$ cat src/rtl/mem_arbiter_pkg.sv
// Shared types and constants for the instruction-fetch / load-store memory arbiter.
package mem_arbiter_pkg;

    // Arbiter sequencing: pick a requester, present it to memctrl, wait for completion.
    typedef enum logic [1:0] {
        ARB_IDLE  = 2'd0,
        ARB_ISSUE = 2'd1,
        ARB_WAIT  = 2'd2
    } arb_state_e;

    // Which requester owns the outstanding transaction.
    typedef enum logic {
        OWN_IC = 1'b0,
        OWN_LS = 1'b1
    } owner_e;

    // funct3 width codes as carried on lsb_width / mc_width.
    localparam logic [2:0] W_B  = 3'b000;
    localparam logic [2:0] W_H  = 3'b001;
    localparam logic [2:0] W_W  = 3'b010;
    localparam logic [2:0] W_BU = 3'b100;
    localparam logic [2:0] W_HU = 3'b101;

    // Consecutive lost arbitrations tolerated by a pending fetch, and the counter width.
    localparam int STARVE_MAX_DEF = 4;
    localparam int CNT_W_DEF      = 3;

endpackage

$ cat src/rtl/mem_arbiter_if.sv
// Bundle of the icache, LSB and memctrl handshake signals seen by the arbiter.
// slave: the arbiter's view. master: the surrounding requesters and memctrl.
interface mem_arbiter_if;
    import mem_arbiter_pkg::*;

    logic        ic_req;
    logic [31:0] ic_addr;
    logic        ic_grant;
    logic        ic_done;
    logic [31:0] ic_data;

    logic        lsb_req;
    logic        lsb_wr;
    logic [2:0]  lsb_width;
    logic [31:0] lsb_addr;
    logic [31:0] lsb_wdata;
    logic        lsb_grant;
    logic        lsb_done;
    logic [31:0] lsb_rdata;

    logic        mc_valid;
    logic        mc_wr;
    logic [2:0]  mc_width;
    logic [31:0] mc_addr;
    logic [31:0] mc_wdata;
    logic        mc_accept;
    logic        mc_done;
    logic [31:0] mc_rdata;

    modport slave (
        input  ic_req, ic_addr,
        input  lsb_req, lsb_wr, lsb_width, lsb_addr, lsb_wdata,
        input  mc_accept, mc_done, mc_rdata,
        output ic_grant, ic_done, ic_data,
        output lsb_grant, lsb_done, lsb_rdata,
        output mc_valid, mc_wr, mc_width, mc_addr, mc_wdata
    );

    modport master (
        output ic_req, ic_addr,
        output lsb_req, lsb_wr, lsb_width, lsb_addr, lsb_wdata,
        output mc_accept, mc_done, mc_rdata,
        input  ic_grant, ic_done, ic_data,
        input  lsb_grant, lsb_done, lsb_rdata,
        input  mc_valid, mc_wr, mc_width, mc_addr, mc_wdata
    );

endinterface

$ cat src/rtl/mem_arb_pick.sv
// Combinational priority pick between icache and LSB, plus the next starvation count.
// Stores always win; a fetch that has lost STARVE_MAX times in a row beats a load.
// A flush masks speculative loads and fetches but never a committed store.
module mem_arb_pick
    import mem_arbiter_pkg::*;
#(
    parameter int STARVE_MAX = STARVE_MAX_DEF,
    parameter int CNT_W      = CNT_W_DEF
) (
    input  logic             ic_req,
    input  logic             lsb_req,
    input  logic             lsb_wr,
    input  logic             clear_all,
    input  logic [CNT_W-1:0] starve,
    output logic             pick_ic,
    output logic             pick_ls,
    output logic [CNT_W-1:0] starve_next
);

    logic want_st;
    logic want_ld;
    logic want_ic;
    logic starved;

    // Priority decision and saturating loss counter for the pending fetch.
    always_comb begin
        want_st     = lsb_req & lsb_wr;
        want_ld     = lsb_req & ~lsb_wr & ~clear_all;
        want_ic     = ic_req & ~clear_all;
        starved     = (starve == CNT_W'(STARVE_MAX));
        pick_ic     = 1'b0;
        pick_ls     = 1'b0;
        starve_next = starve;

        if (want_st) begin
            pick_ls = 1'b1;
        end else if (want_ld && want_ic && starved) begin
            pick_ic = 1'b1;
        end else if (want_ld) begin
            pick_ls = 1'b1;
        end else if (want_ic) begin
            pick_ic = 1'b1;
        end

        if (pick_ic) begin
            starve_next = '0;
        end else if (want_ic && pick_ls && !starved) begin
            starve_next = starve + CNT_W'(1);
        end
    end

endmodule

$ cat src/rtl/mem_arbiter.sv
// Single-outstanding arbiter placing icache fetches and LSB loads/stores onto memctrl.
// All outputs are registered; rdy_in low freezes every register, outputs included.
module mem_arbiter
    import mem_arbiter_pkg::*;
#(
    parameter int STARVE_MAX = STARVE_MAX_DEF,
    parameter int CNT_W      = CNT_W_DEF
) (
    input  logic          clk_in,
    input  logic          rst_in,
    input  logic          rdy_in,
    input  logic          clear_all,
    mem_arbiter_if.slave  bus
);

    arb_state_e       state_q, state_d;
    owner_e           owner_q, owner_d;
    logic             kill_q, kill_d;
    logic [CNT_W-1:0] starve_q, starve_d;

    logic             ic_grant_q, ic_grant_d;
    logic             ic_done_q, ic_done_d;
    logic [31:0]      ic_data_q, ic_data_d;
    logic             lsb_grant_q, lsb_grant_d;
    logic             lsb_done_q, lsb_done_d;
    logic [31:0]      lsb_rdata_q, lsb_rdata_d;
    logic             mc_valid_q, mc_valid_d;
    logic             mc_wr_q, mc_wr_d;
    logic [2:0]       mc_width_q, mc_width_d;
    logic [31:0]      mc_addr_q, mc_addr_d;
    logic [31:0]      mc_wdata_q, mc_wdata_d;

    logic             pick_ic;
    logic             pick_ls;
    logic [CNT_W-1:0] starve_next;
    logic             flush_hit;

    mem_arb_pick #(
        .STARVE_MAX (STARVE_MAX),
        .CNT_W      (CNT_W)
    ) u_pick (
        .ic_req      (bus.ic_req),
        .lsb_req     (bus.lsb_req),
        .lsb_wr      (bus.lsb_wr),
        .clear_all   (clear_all),
        .starve      (starve_q),
        .pick_ic     (pick_ic),
        .pick_ls     (pick_ls),
        .starve_next (starve_next)
    );

    // Flush only affects the outstanding access when it is a fetch or a load.
    assign flush_hit = clear_all & ~mc_wr_q;

    // Next-state and next-output computation; pulses default low, everything else holds.
    always_comb begin
        state_d     = state_q;
        owner_d     = owner_q;
        kill_d      = kill_q;
        starve_d    = starve_q;
        ic_grant_d  = 1'b0;
        ic_done_d   = 1'b0;
        ic_data_d   = ic_data_q;
        lsb_grant_d = 1'b0;
        lsb_done_d  = 1'b0;
        lsb_rdata_d = lsb_rdata_q;
        mc_valid_d  = mc_valid_q;
        mc_wr_d     = mc_wr_q;
        mc_width_d  = mc_width_q;
        mc_addr_d   = mc_addr_q;
        mc_wdata_d  = mc_wdata_q;

        case (state_q)
            ARB_IDLE: begin
                kill_d   = 1'b0;
                starve_d = starve_next;
                if (pick_ic) begin
                    owner_d    = OWN_IC;
                    ic_grant_d = 1'b1;
                    mc_valid_d = 1'b1;
                    mc_wr_d    = 1'b0;
                    mc_width_d = W_W;
                    mc_addr_d  = bus.ic_addr;
                    mc_wdata_d = '0;
                    state_d    = ARB_ISSUE;
                end else if (pick_ls) begin
                    owner_d     = OWN_LS;
                    lsb_grant_d = 1'b1;
                    mc_valid_d  = 1'b1;
                    mc_wr_d     = bus.lsb_wr;
                    mc_width_d  = bus.lsb_width;
                    mc_addr_d   = bus.lsb_addr;
                    mc_wdata_d  = bus.lsb_wdata;
                    state_d     = ARB_ISSUE;
                end
            end
            ARB_ISSUE: begin
                // A flush arriving with the accept is too late to withdraw; kill instead.
                if (bus.mc_accept) begin
                    mc_valid_d = 1'b0;
                    kill_d     = flush_hit;
                    state_d    = ARB_WAIT;
                end else if (flush_hit) begin
                    mc_valid_d = 1'b0;
                    state_d    = ARB_IDLE;
                end
            end
            ARB_WAIT: begin
                if (bus.mc_done) begin
                    state_d = ARB_IDLE;
                    kill_d  = 1'b0;
                    if (!(kill_q || flush_hit)) begin
                        if (owner_q == OWN_IC) begin
                            ic_done_d = 1'b1;
                            ic_data_d = bus.mc_rdata;
                        end else begin
                            lsb_done_d  = 1'b1;
                            lsb_rdata_d = bus.mc_rdata;
                        end
                    end
                end else if (flush_hit) begin
                    kill_d = 1'b1;
                end
            end
            default: begin
                state_d = ARB_IDLE;
            end
        endcase
    end

    // State and output registers; reset aborts any access without a done pulse.
    always_ff @(posedge clk_in or negedge rst_in) begin
        if (!rst_in) begin
            state_q     <= ARB_IDLE;
            owner_q     <= OWN_IC;
            kill_q      <= 1'b0;
            starve_q    <= '0;
            ic_grant_q  <= 1'b0;
            ic_done_q   <= 1'b0;
            ic_data_q   <= '0;
            lsb_grant_q <= 1'b0;
            lsb_done_q  <= 1'b0;
            lsb_rdata_q <= '0;
            mc_valid_q  <= 1'b0;
            mc_wr_q     <= 1'b0;
            mc_width_q  <= '0;
            mc_addr_q   <= '0;
            mc_wdata_q  <= '0;
        end else if (rdy_in) begin
            state_q     <= state_d;
            owner_q     <= owner_d;
            kill_q      <= kill_d;
            starve_q    <= starve_d;
            ic_grant_q  <= ic_grant_d;
            ic_done_q   <= ic_done_d;
            ic_data_q   <= ic_data_d;
            lsb_grant_q <= lsb_grant_d;
            lsb_done_q  <= lsb_done_d;
            lsb_rdata_q <= lsb_rdata_d;
            mc_valid_q  <= mc_valid_d;
            mc_wr_q     <= mc_wr_d;
            mc_width_q  <= mc_width_d;
            mc_addr_q   <= mc_addr_d;
            mc_wdata_q  <= mc_wdata_d;
        end
    end

    assign bus.ic_grant  = ic_grant_q;
    assign bus.ic_done   = ic_done_q;
    assign bus.ic_data   = ic_data_q;
    assign bus.lsb_grant = lsb_grant_q;
    assign bus.lsb_done  = lsb_done_q;
    assign bus.lsb_rdata = lsb_rdata_q;
    assign bus.mc_valid  = mc_valid_q;
    assign bus.mc_wr     = mc_wr_q;
    assign bus.mc_width  = mc_width_q;
    assign bus.mc_addr   = mc_addr_q;
    assign bus.mc_wdata  = mc_wdata_q;

endmodule

$ cat src/flat_wrapper.sv
// flat-port wrapper written by rule: the top's interface ports become plain ports
module mem_arbiter_flat import mem_arbiter_pkg::*;
#(
    parameter int STARVE_MAX = STARVE_MAX_DEF,
    parameter int CNT_W      = CNT_W_DEF
)
  (clk_in, rst_in, rdy_in, clear_all, bus_ic_req, bus_ic_addr, bus_lsb_req, bus_lsb_wr, bus_lsb_width, bus_lsb_addr, bus_lsb_wdata, bus_mc_accept, bus_mc_done, bus_mc_rdata, bus_ic_grant, bus_ic_done, bus_ic_data, bus_lsb_grant, bus_lsb_done, bus_lsb_rdata, bus_mc_valid, bus_mc_wr, bus_mc_width, bus_mc_addr, bus_mc_wdata);
  mem_arbiter_if bus_i ();
  input  logic clk_in;
  input  logic rst_in;
  input  logic rdy_in;
  input  logic clear_all;
  input wire logic [$bits(bus_i.ic_req)-1:0] bus_ic_req;
  input wire logic [$bits(bus_i.ic_addr)-1:0] bus_ic_addr;
  input wire logic [$bits(bus_i.lsb_req)-1:0] bus_lsb_req;
  input wire logic [$bits(bus_i.lsb_wr)-1:0] bus_lsb_wr;
  input wire logic [$bits(bus_i.lsb_width)-1:0] bus_lsb_width;
  input wire logic [$bits(bus_i.lsb_addr)-1:0] bus_lsb_addr;
  input wire logic [$bits(bus_i.lsb_wdata)-1:0] bus_lsb_wdata;
  input wire logic [$bits(bus_i.mc_accept)-1:0] bus_mc_accept;
  input wire logic [$bits(bus_i.mc_done)-1:0] bus_mc_done;
  input wire logic [$bits(bus_i.mc_rdata)-1:0] bus_mc_rdata;
  output wire logic [$bits(bus_i.ic_grant)-1:0] bus_ic_grant;
  output wire logic [$bits(bus_i.ic_done)-1:0] bus_ic_done;
  output wire logic [$bits(bus_i.ic_data)-1:0] bus_ic_data;
  output wire logic [$bits(bus_i.lsb_grant)-1:0] bus_lsb_grant;
  output wire logic [$bits(bus_i.lsb_done)-1:0] bus_lsb_done;
  output wire logic [$bits(bus_i.lsb_rdata)-1:0] bus_lsb_rdata;
  output wire logic [$bits(bus_i.mc_valid)-1:0] bus_mc_valid;
  output wire logic [$bits(bus_i.mc_wr)-1:0] bus_mc_wr;
  output wire logic [$bits(bus_i.mc_width)-1:0] bus_mc_width;
  output wire logic [$bits(bus_i.mc_addr)-1:0] bus_mc_addr;
  output wire logic [$bits(bus_i.mc_wdata)-1:0] bus_mc_wdata;
  assign bus_i.ic_req = bus_ic_req;
  assign bus_i.ic_addr = bus_ic_addr;
  assign bus_i.lsb_req = bus_lsb_req;
  assign bus_i.lsb_wr = bus_lsb_wr;
  assign bus_i.lsb_width = bus_lsb_width;
  assign bus_i.lsb_addr = bus_lsb_addr;
  assign bus_i.lsb_wdata = bus_lsb_wdata;
  assign bus_i.mc_accept = bus_mc_accept;
  assign bus_i.mc_done = bus_mc_done;
  assign bus_i.mc_rdata = bus_mc_rdata;
  assign bus_ic_grant = bus_i.ic_grant;
  assign bus_ic_done = bus_i.ic_done;
  assign bus_ic_data = bus_i.ic_data;
  assign bus_lsb_grant = bus_i.lsb_grant;
  assign bus_lsb_done = bus_i.lsb_done;
  assign bus_lsb_rdata = bus_i.lsb_rdata;
  assign bus_mc_valid = bus_i.mc_valid;
  assign bus_mc_wr = bus_i.mc_wr;
  assign bus_mc_width = bus_i.mc_width;
  assign bus_mc_addr = bus_i.mc_addr;
  assign bus_mc_wdata = bus_i.mc_wdata;
  mem_arbiter #(.STARVE_MAX(STARVE_MAX), .CNT_W(CNT_W)) u_core (.clk_in(clk_in), .rst_in(rst_in), .rdy_in(rdy_in), .clear_all(clear_all), .bus(bus_i));
endmodule
$ cat config.mk
export PLATFORM = sky130hd
export DESIGN_NAME = mem_arbiter_flat
export DESIGN_NICKNAME = d
export VERILOG_FILES = /design/src/rtl/mem_arbiter_pkg.sv /design/src/rtl/mem_arbiter_if.sv /design/src/rtl/mem_arb_pick.sv /design/src/rtl/mem_arbiter.sv /design/src/flat_wrapper.sv
export SDC_FILE = /design/constraint.sdc
export NUM_CORES = 1
export LEC_CHECK = 0
export BUFFER_PORTS_ARGS = -buffer_cell sky130_fd_sc_hd__clkbuf_2
export CORE_MARGIN = 10
export CORE_UTILIZATION = 50
export CTS_CLUSTER_DIAMETER = 150
export DETAILED_ROUTE_END_ITERATION = 12
export PLACE_DENSITY = 0.87
export SYNTH_ARGS = -nofsm -noshare
export SYNTH_HDL_FRONTEND = slang
export SYNTH_SLANG_ARGS = --single-unit
$ cat constraint.sdc
create_clock -name clk_in -period 4.7 [get_ports clk_in]
set_input_delay 0.47 -clock clk_in [delete_from_list [all_inputs] [get_ports clk_in]]
set_output_delay 0.47 -clock clk_in [all_outputs]
set_load 0.01 [all_outputs]
==> results.sh, run 1 <==
export IMPL_status="completed"
export IMPL_reg2reg_depth=6
export IMPL_nNetsFinal=852
export IMPL_multi_input_area_sq_um=2180
export IMPL_post_cts_buffers=0
export IMPL_rsz0062_at_grt="false"
export IMPL_vias_per_cell=5.26
export IMPL_crit_start="u_core.state_q[0]"
export IMPL_fin_skew_ns=0.00817
export IMPL_setup_violations=0
export IMPL_synthMostInstantiatedCell="dfrtp_1"
export IMPL_period_share_pct=53.5
export IMPL_cp_max_fo=33
export IMPL_finalMaxSlewViolations=0
export IMPL_synthTopCellsByCount="144 x dfrtp_1, 41 x nand2_1, 40 x o21ai_0, 35 x mux2_2, 34 x a22o_1"
export IMPL_clock_sinks=144
export IMPL_grt_usage_pct=20.6
export IMPL_route_detailed_wl_per_inst_microns=20.5
export IMPL_dp_hpwl_mm=13.6
export IMPL_start_util_pct=51.8
export IMPL_ys_types=38
export IMPL_path_clk_slew_ns=0.06
export IMPL_worst_slack_ns=2.19
export IMPL_place_ws_ns=2.18
export IMPL_fmax_ghz=0.398
export IMPL_gp_congestion=0.854
export IMPL_antenna_found_initial=1
export IMPL_utilization_pct=69.7
export IMPL_clockBufferDepth=2
export IMPL_die_h_microns=129
export IMPL_drt_wl_total_mm=17.7
export IMPL_fp_row_count=39
export IMPL_hold_class="in -> async"
export IMPL_grt_max_degree=106
export IMPL_mappedNetlistArea_sq_um=5990
export IMPL_holdBufCountCts=0
export IMPL_die_area_sq_um=16800
export IMPL_synth_area_top_cells="dfrtp_1 60%, mux2_4 7.3%, mux2_2 6.6%"
export IMPL_synth_warnings=0
export IMPL_synthCells=432
export IMPL_reg2reg_slack_ns=2.19
export IMPL_cts_tree="done"
export IMPL_ctsResizeCount=0
export IMPL_yosys_area_top_type="dfrtp_1"
export IMPL_synth_edf_count=0
export IMPL_grt_pass1_wl_mm=26.8
export IMPL_async_flop_share_pct=100
export IMPL_p_leak_nw=4.36
export IMPL_area_growth_synth_to_final_pct=34.6
export IMPL_synth_nets=578
export IMPL_setup_tns_ns=0
export IMPL_synthFlopType="dfrtp_1"
export IMPL_path_cells="inv_1, ha_1, nand2_1, nor4_4, and2b_2, mux2_2"
export IMPL_maxCapViolations=0
export IMPL_synth_avg_cell_area_sq_um=13.9
export IMPL_irDropWorstVdd_mv=0.395
export IMPL_hold_violations=0
export IMPL_worstMarginPinSlew_ns=1.05
export IMPL_die_w_microns=129
export IMPL_timing_hold_ws_ns=0.166
export IMPL_clk_insertion_delay_late_ns=0.42
export IMPL_register_area_sq_um=3600
export IMPL_ys_seq_area_share_pct=60.2
export IMPL_fillers=787
export IMPL_crit_slowest_cell="and2b_2"
export IMPL_power_density_nw_per_um2=651
export IMPL_synth_top_area_share_pct=60.2
export IMPL_drc=0
export IMPL_antenna_left=0
export IMPL_worstSetupPathType="reg -> reg"
export IMPL_ys_ff_latch=144
export IMPL_core_sq_um=11600
export IMPL_numCtsBuffers=17
export IMPL_dr_pass1_iters=6
export IMPL_h_tree_depth=4
export IMPL_cpPeakStageDelay_ns=0.89
export IMPL_vias=4532
export IMPL_relSlewSlack_pct=29.9
export IMPL_io_buffer_count=276
export IMPL_cp_endpoint="u_core.bus.ic_data[31]"
export IMPL_clockRootBuffer="clkbuf_16"
export IMPL_timing_rr_end="u_core.bus.ic_data[31]"
export IMPL_finalPower_mw=5.25
export IMPL_arrival_ns=2.81
export IMPL_finalCriticalPeriod_ns=2.51
export IMPL_grt_pass1_vias=4911
export IMPL_rr_startpoint="u_core.state_q[0]"
export IMPL_cp_required_ns=5.00
export IMPL_worstSetupEndpointType="flop"
export IMPL_grt_ovfl_total=0
export IMPL_drive_gt1_share_pct=53.6
export IMPL_io_pins=277
export IMPL_drt_initial_drc_count=200
export IMPL_worstSetupStartpointType="flop"
[area by class of cell]
| type | count | area share [%] |
|---|---|---|
| repair buffers | 280 | 17.6 |
| diodes | 1 | 0.0310 |
| inverters | 12 | 0.559 |
| flip-flops and latches | 144 | 44.7 |
| clock inverters | 9 | 1.94 |
| multi-input cells | 251 | 27.0 |
| clock buffers | 21 | 5.96 |
| well taps | 143 | 2.22 |
[worst min-delay path by stage]
stage	cells after the start	slack, ns	end	from
floorplan	0	0.17	u_core.bus.ic_data[0]	rst_in
global placement	2	0.46	u_core.bus.mc_addr[30]	u_core.bus.mc_addr[30]
detailed placement	2	0.47	u_core.bus.mc_addr[23]	u_core.bus.mc_addr[23]
CTS	1	0.20	u_core.bus.mc_valid	rst_in
global route	1	0.23	u_core.bus.lsb_rdata[6]	rst_in
finish	1	0.17	u_core.bus.ic_data[19]	rst_in
[through the flow]
stage                     instances  area, sq um
after floorplan                 432         5990
after global placement          830         7420
after detailed placement        830         7420
after CTS                       860         8060
after global routing            860         8060
final                           861         8060
[layer usage]
metal,track usage [%],wire [microns],up-vias
met5,0,0,-
met3,10.3,2060,27
met2,34.5,8660,241
met4,7.08,316,0
met1,22.3,6640,2175
li1,-,-,2089
[logic make-up after synthesis]
group	synth area share [%]
flip-flops	60.2
multiplexers	19.4
AND/OR/NAND/NOR	4.74
adder cells (fa/ha/maj)	1.25
buffers and inverters	3.95
AO/OA/AOI/OAI	10.5
[state kept, by name (all words and copies together), names as in the netlist]
signal                cells
u_core.bus.lsb_rdata     32
u_core.state_q            2
u_core.bus.mc_width       3
u_core.bus.ic_grant       1
u_core.bus.mc_addr       32
u_core.bus.lsb_done       1
u_core.bus.lsb_grant      1
u_core.bus.mc_wr          1
u_core.owner_q            1
u_core.bus.ic_data       32
u_core.bus.mc_wdata      32
u_core.starve_q           3
u_core.bus.ic_done        1
u_core.kill_q             1
u_core.bus.mc_valid       1
[critical path: cells and delay by family (launching register included)]
| kind | cells | cell delay (ns) |
|---|---|---|
| simple gates | 3 | 1.24 |
| mux | 1 | 0.42 |
| fa+ha+maj | 1 | 0.20 |
| flops | 1 | 0.40 |
| buf+inv | 1 | 0.11 |
[power by group]
group          leakage [nW]  total [mW]  internal, mW  switching [mW]
Combinational          2.20        1.72         0.823           0.901
Sequential             1.86        2.08          1.76           0.322
Clock                 0.303        1.44         0.938           0.504
Total                  4.36        5.25          3.52            1.73
[cells in the final DEF (no fill, tap or decap), types with 6 or more instances in the layout]
master	n
mux2_4	29
a22o_1	34
clkbuf_2	275
clkbuf_16	17
mux2i_1	33
dfrtp_1	144
ha_1	6
mux2_2	35
nand2_1	41
inv_1	11
o21ai_0	40
Power figures use the tool's default switching activity.
==> inputs of run 2 (changes only) <==
Settings changed: ABC_AREA from default to 1, CORE_UTILIZATION 50 to 43, PLACE_DENSITY 0.87 to 0.78.
Clock period 4.7 ns to 2.1 ns, I/O delays scaled along.
==> results.sh, run 2 <==
export IMPL_status="completed"
export IMPL_min_to="u_core.bus.mc_wdata[0]"
export IMPL_grt_pass1_wl_mm=29.3
export IMPL_setup_tns_ns=0
export IMPL_arrival_ns=2.08
export IMPL_relSlewSlack_pct=67.5
export IMPL_crit_family="simple AND/OR/NAND/NOR gates"
export IMPL_worstSetupStartpointType="flop"
export IMPL_path_cells="inv_1, ha_1, nand2_1, inv_2, nand2_1, nand2_2, inv_2, buf_12, nand2_1, nand2_1"
export IMPL_synth_area_top_cells="dfrtp_1 56%, nand2_1 15%, nand3_1 8.6%"
export IMPL_async_flop_share_pct=100
export IMPL_grt_pass1_vias=5799
export IMPL_drc=0
export IMPL_timing_hold_ws_ns=0.0216
export IMPL_synthFlopType="dfrtp_1"
export IMPL_worst_path_buf_inv=4
export IMPL_die_w_microns=142
export IMPL_rsz0062_at_grt="false"
export IMPL_area_growth_synth_to_final_pct=33.1
export IMPL_instances_no_fill=1237
export IMPL_clockRootBuffer="clkbuf_16"
export IMPL_ys_ff_latch=144
export IMPL_ys_types=22
export IMPL_io_pins=277
export IMPL_reg2reg_depth=10
export IMPL_cpPeakStageDelay_ns=0.41
export IMPL_drive_gt1_share_pct=31.8
export IMPL_route_detailed_wl_per_inst_microns=15.0
export IMPL_vias_per_cell=4.68
export IMPL_timing_rr_end="u_core.bus.mc_width[2]"
export IMPL_h_tree_depth=4
export IMPL_synthCells=774
export IMPL_hp_start="bus_lsb_wdata[0]"
export IMPL_final_common_cell="clkbuf_2"
export IMPL_drt_initial_drc_count=298
export IMPL_core_sq_um=14600
export IMPL_cp_max_fo=67
export IMPL_fp_row_count=44
export IMPL_nNetsFinal=1187
export IMPL_rr_startpoint="u_core.state_q[0]"
export IMPL_power_density_nw_per_um2=1400
export IMPL_dr_pass1_iters=4
export IMPL_clk_insertion_delay_late_ns=0.41
export IMPL_path_clk_slew_ns=0.06
export IMPL_ys_seq_area_share_pct=56.0
export IMPL_grt_usage_pct=17.8
export IMPL_die_h_microns=142
export IMPL_hold_violations=0
export IMPL_synth_warnings=0
export IMPL_hold_class="in -> reg"
export IMPL_gp_congestion=0.815
export IMPL_io_buffer_count=276
export IMPL_yosys_area_top_type="dfrtp_1"
export IMPL_synth_edf_count=0
export IMPL_synth_avg_cell_area_sq_um=8.31
export IMPL_clockBufferDepth=2
export IMPL_fmax_ghz=0.577
export IMPL_start_util_pct=44.1
export IMPL_fin_skew_ns=0.00571
export IMPL_synth_nets=920
export IMPL_finalCriticalPeriod_ns=1.73
export IMPL_drt_wl_total_mm=18.5
export IMPL_p_leak_nw=5.15
export IMPL_irDropWorstVdd_mv=0.576
export IMPL_numCtsBuffers=17
export IMPL_clock_sinks=144
export IMPL_utilization_pct=58.7
export IMPL_mappedNetlistArea_sq_um=6430
export IMPL_antenna_found_initial=0
export IMPL_cp_required_ns=2.45
export IMPL_synthMostInstantiatedCell="nand2_1"
export IMPL_finalMaxSlewViolations=0
export IMPL_vias=5793
export IMPL_n_antenna_cell=0
export IMPL_grt_max_degree=68
export IMPL_final_cell_mix="275 x clkbuf_2, 265 x nand2_1, 144 x dfrtp_1"
export IMPL_worstSetupEndpointType="flop"
export IMPL_synth_top_area_share_pct=56.0
export IMPL_worstMarginPinSlew_ns=0.487
export IMPL_finalInstanceArea_sq_um=8560
export IMPL_maxCapViolations=0
export IMPL_place_inst=1205
export IMPL_holdPathStages=3
export IMPL_synthTopCellsByCount="265 x nand2_1, 144 x dfrtp_1, 113 x inv_1, 110 x nand3_1, 59 x o21ai_1"
export IMPL_die_area_sq_um=20200
export IMPL_cts_tree="done"
export IMPL_period_share_pct=82.6
export IMPL_dp_hpwl_mm=13.9
export IMPL_grt_ovfl_total=0
export IMPL_reg2reg_slack_ns=0.37
export IMPL_worstSetupPathType="reg -> reg"
export IMPL_crit_slowest_cell="dfrtp_1"
export IMPL_placed_cell_area_sq_um=7980
export IMPL_setup_violations=0
export IMPL_cpMostUsedCell="nand2_1"
export IMPL_antenna_left=0
export IMPL_fillers=1283
-- run 2: changes by cell type after synthesis, sizes merged, moves of 20 or more --
cell,before,now
nand2,42,267
nand3,1,111
inv,12,117
mux2,64,0
a22o,34,0
mux2i,33,0
o21ai,40,72
buf,16,36
-- run 2: worst max path at each step --
stage	slack, ns	end	depth (start not counted)	startpoint
final	0.37	u_core.bus.mc_width[2]	10	u_core.state_q[0]
after global routing	0.14	u_core.owner_q	9	u_core.state_q[1]
after CTS	0.33	u_core.owner_q	9	u_core.state_q[0]
after detailed placement	0.40	u_core.bus.mc_wdata[24]	10	u_core.state_q[0]
after global placement	0.44	u_core.owner_q	9	u_core.state_q[1]
after floorplan	0.58	u_core.bus.mc_addr[30]	11	u_core.state_q[0]
-- run 2: final cells by class --
cell class | instances | area [sq um] | share of cell area, %
Clock inverter | 9 | 109 | 1.27
Clock buffer | 22 | 464 | 5.42
Inverter | 117 | 439 | 5.13
Timing Repair Buffer | 289 | 1590 | 18.6
Tap cell | 184 | 230 | 2.69
Multi-Input combinational cell | 472 | 2120 | 24.8
Sequential cell | 144 | 3600 | 42.1
-- run 2: timing repair --
| item | in CTS | in global routing |
|---|---|---|
| hold endpoints to repair | 47 | 0 |
| resized for setup | 0 | 0 |
| hold buffers | 1 | 0 |
| setup buffers | 0 | 0 |
-- run 2: where the power goes --
| group | switching (mW) | internal, mW | total (mW) |
|---|---|---|---|
| registers | 0.739 | 4.09 | 4.83 |
| logic | 2.49 | 1.72 | 4.21 |
| clock network | 1.12 | 1.81 | 2.92 |
| total | 4.35 | 7.61 | 12.0 |
-- run 2: worst min-delay path, stage by stage --
cell	delay, ns
clkbuf_2	0.07
nand3_1	0.06
nand2_1	0.05
-- run 2: kinds of logic (layout without fill, tap and decap cells) --
group / after synthesis / after routing / share of synthesized area (%)
compound gates: 73 / 73 / 6.09
simple gates: 392 / 392 / 25.5
flops: 144 / 144 / 56.0
buf+inv: 158 / 437 / 11.1
fa+ha+maj: 6 / 6 / 1.17
xor+xnor: 1 / 1 / 0.136
-- run 2: stage by stage --
step	worst slack, ns	power [mW]
floorplan	0.577	7.05
global placement	0.438	9.03
detailed placement	0.395	9.15
CTS	0.331	12.1
global route	0.140	12.8
finish	0.366	12.0
-- run 2: layer usage --
layer | GRT usage [%] | vias to the layer above | part of all wire [%]
li1 | - | 2925 | -
met1 | 21.3 | 2641 | 41
met2 | 29.1 | 200 | 49
met3 | 6.14 | 27 | 8.3
met4 | 6.34 | 0 | 2.4
met5 | 0 | - | 0
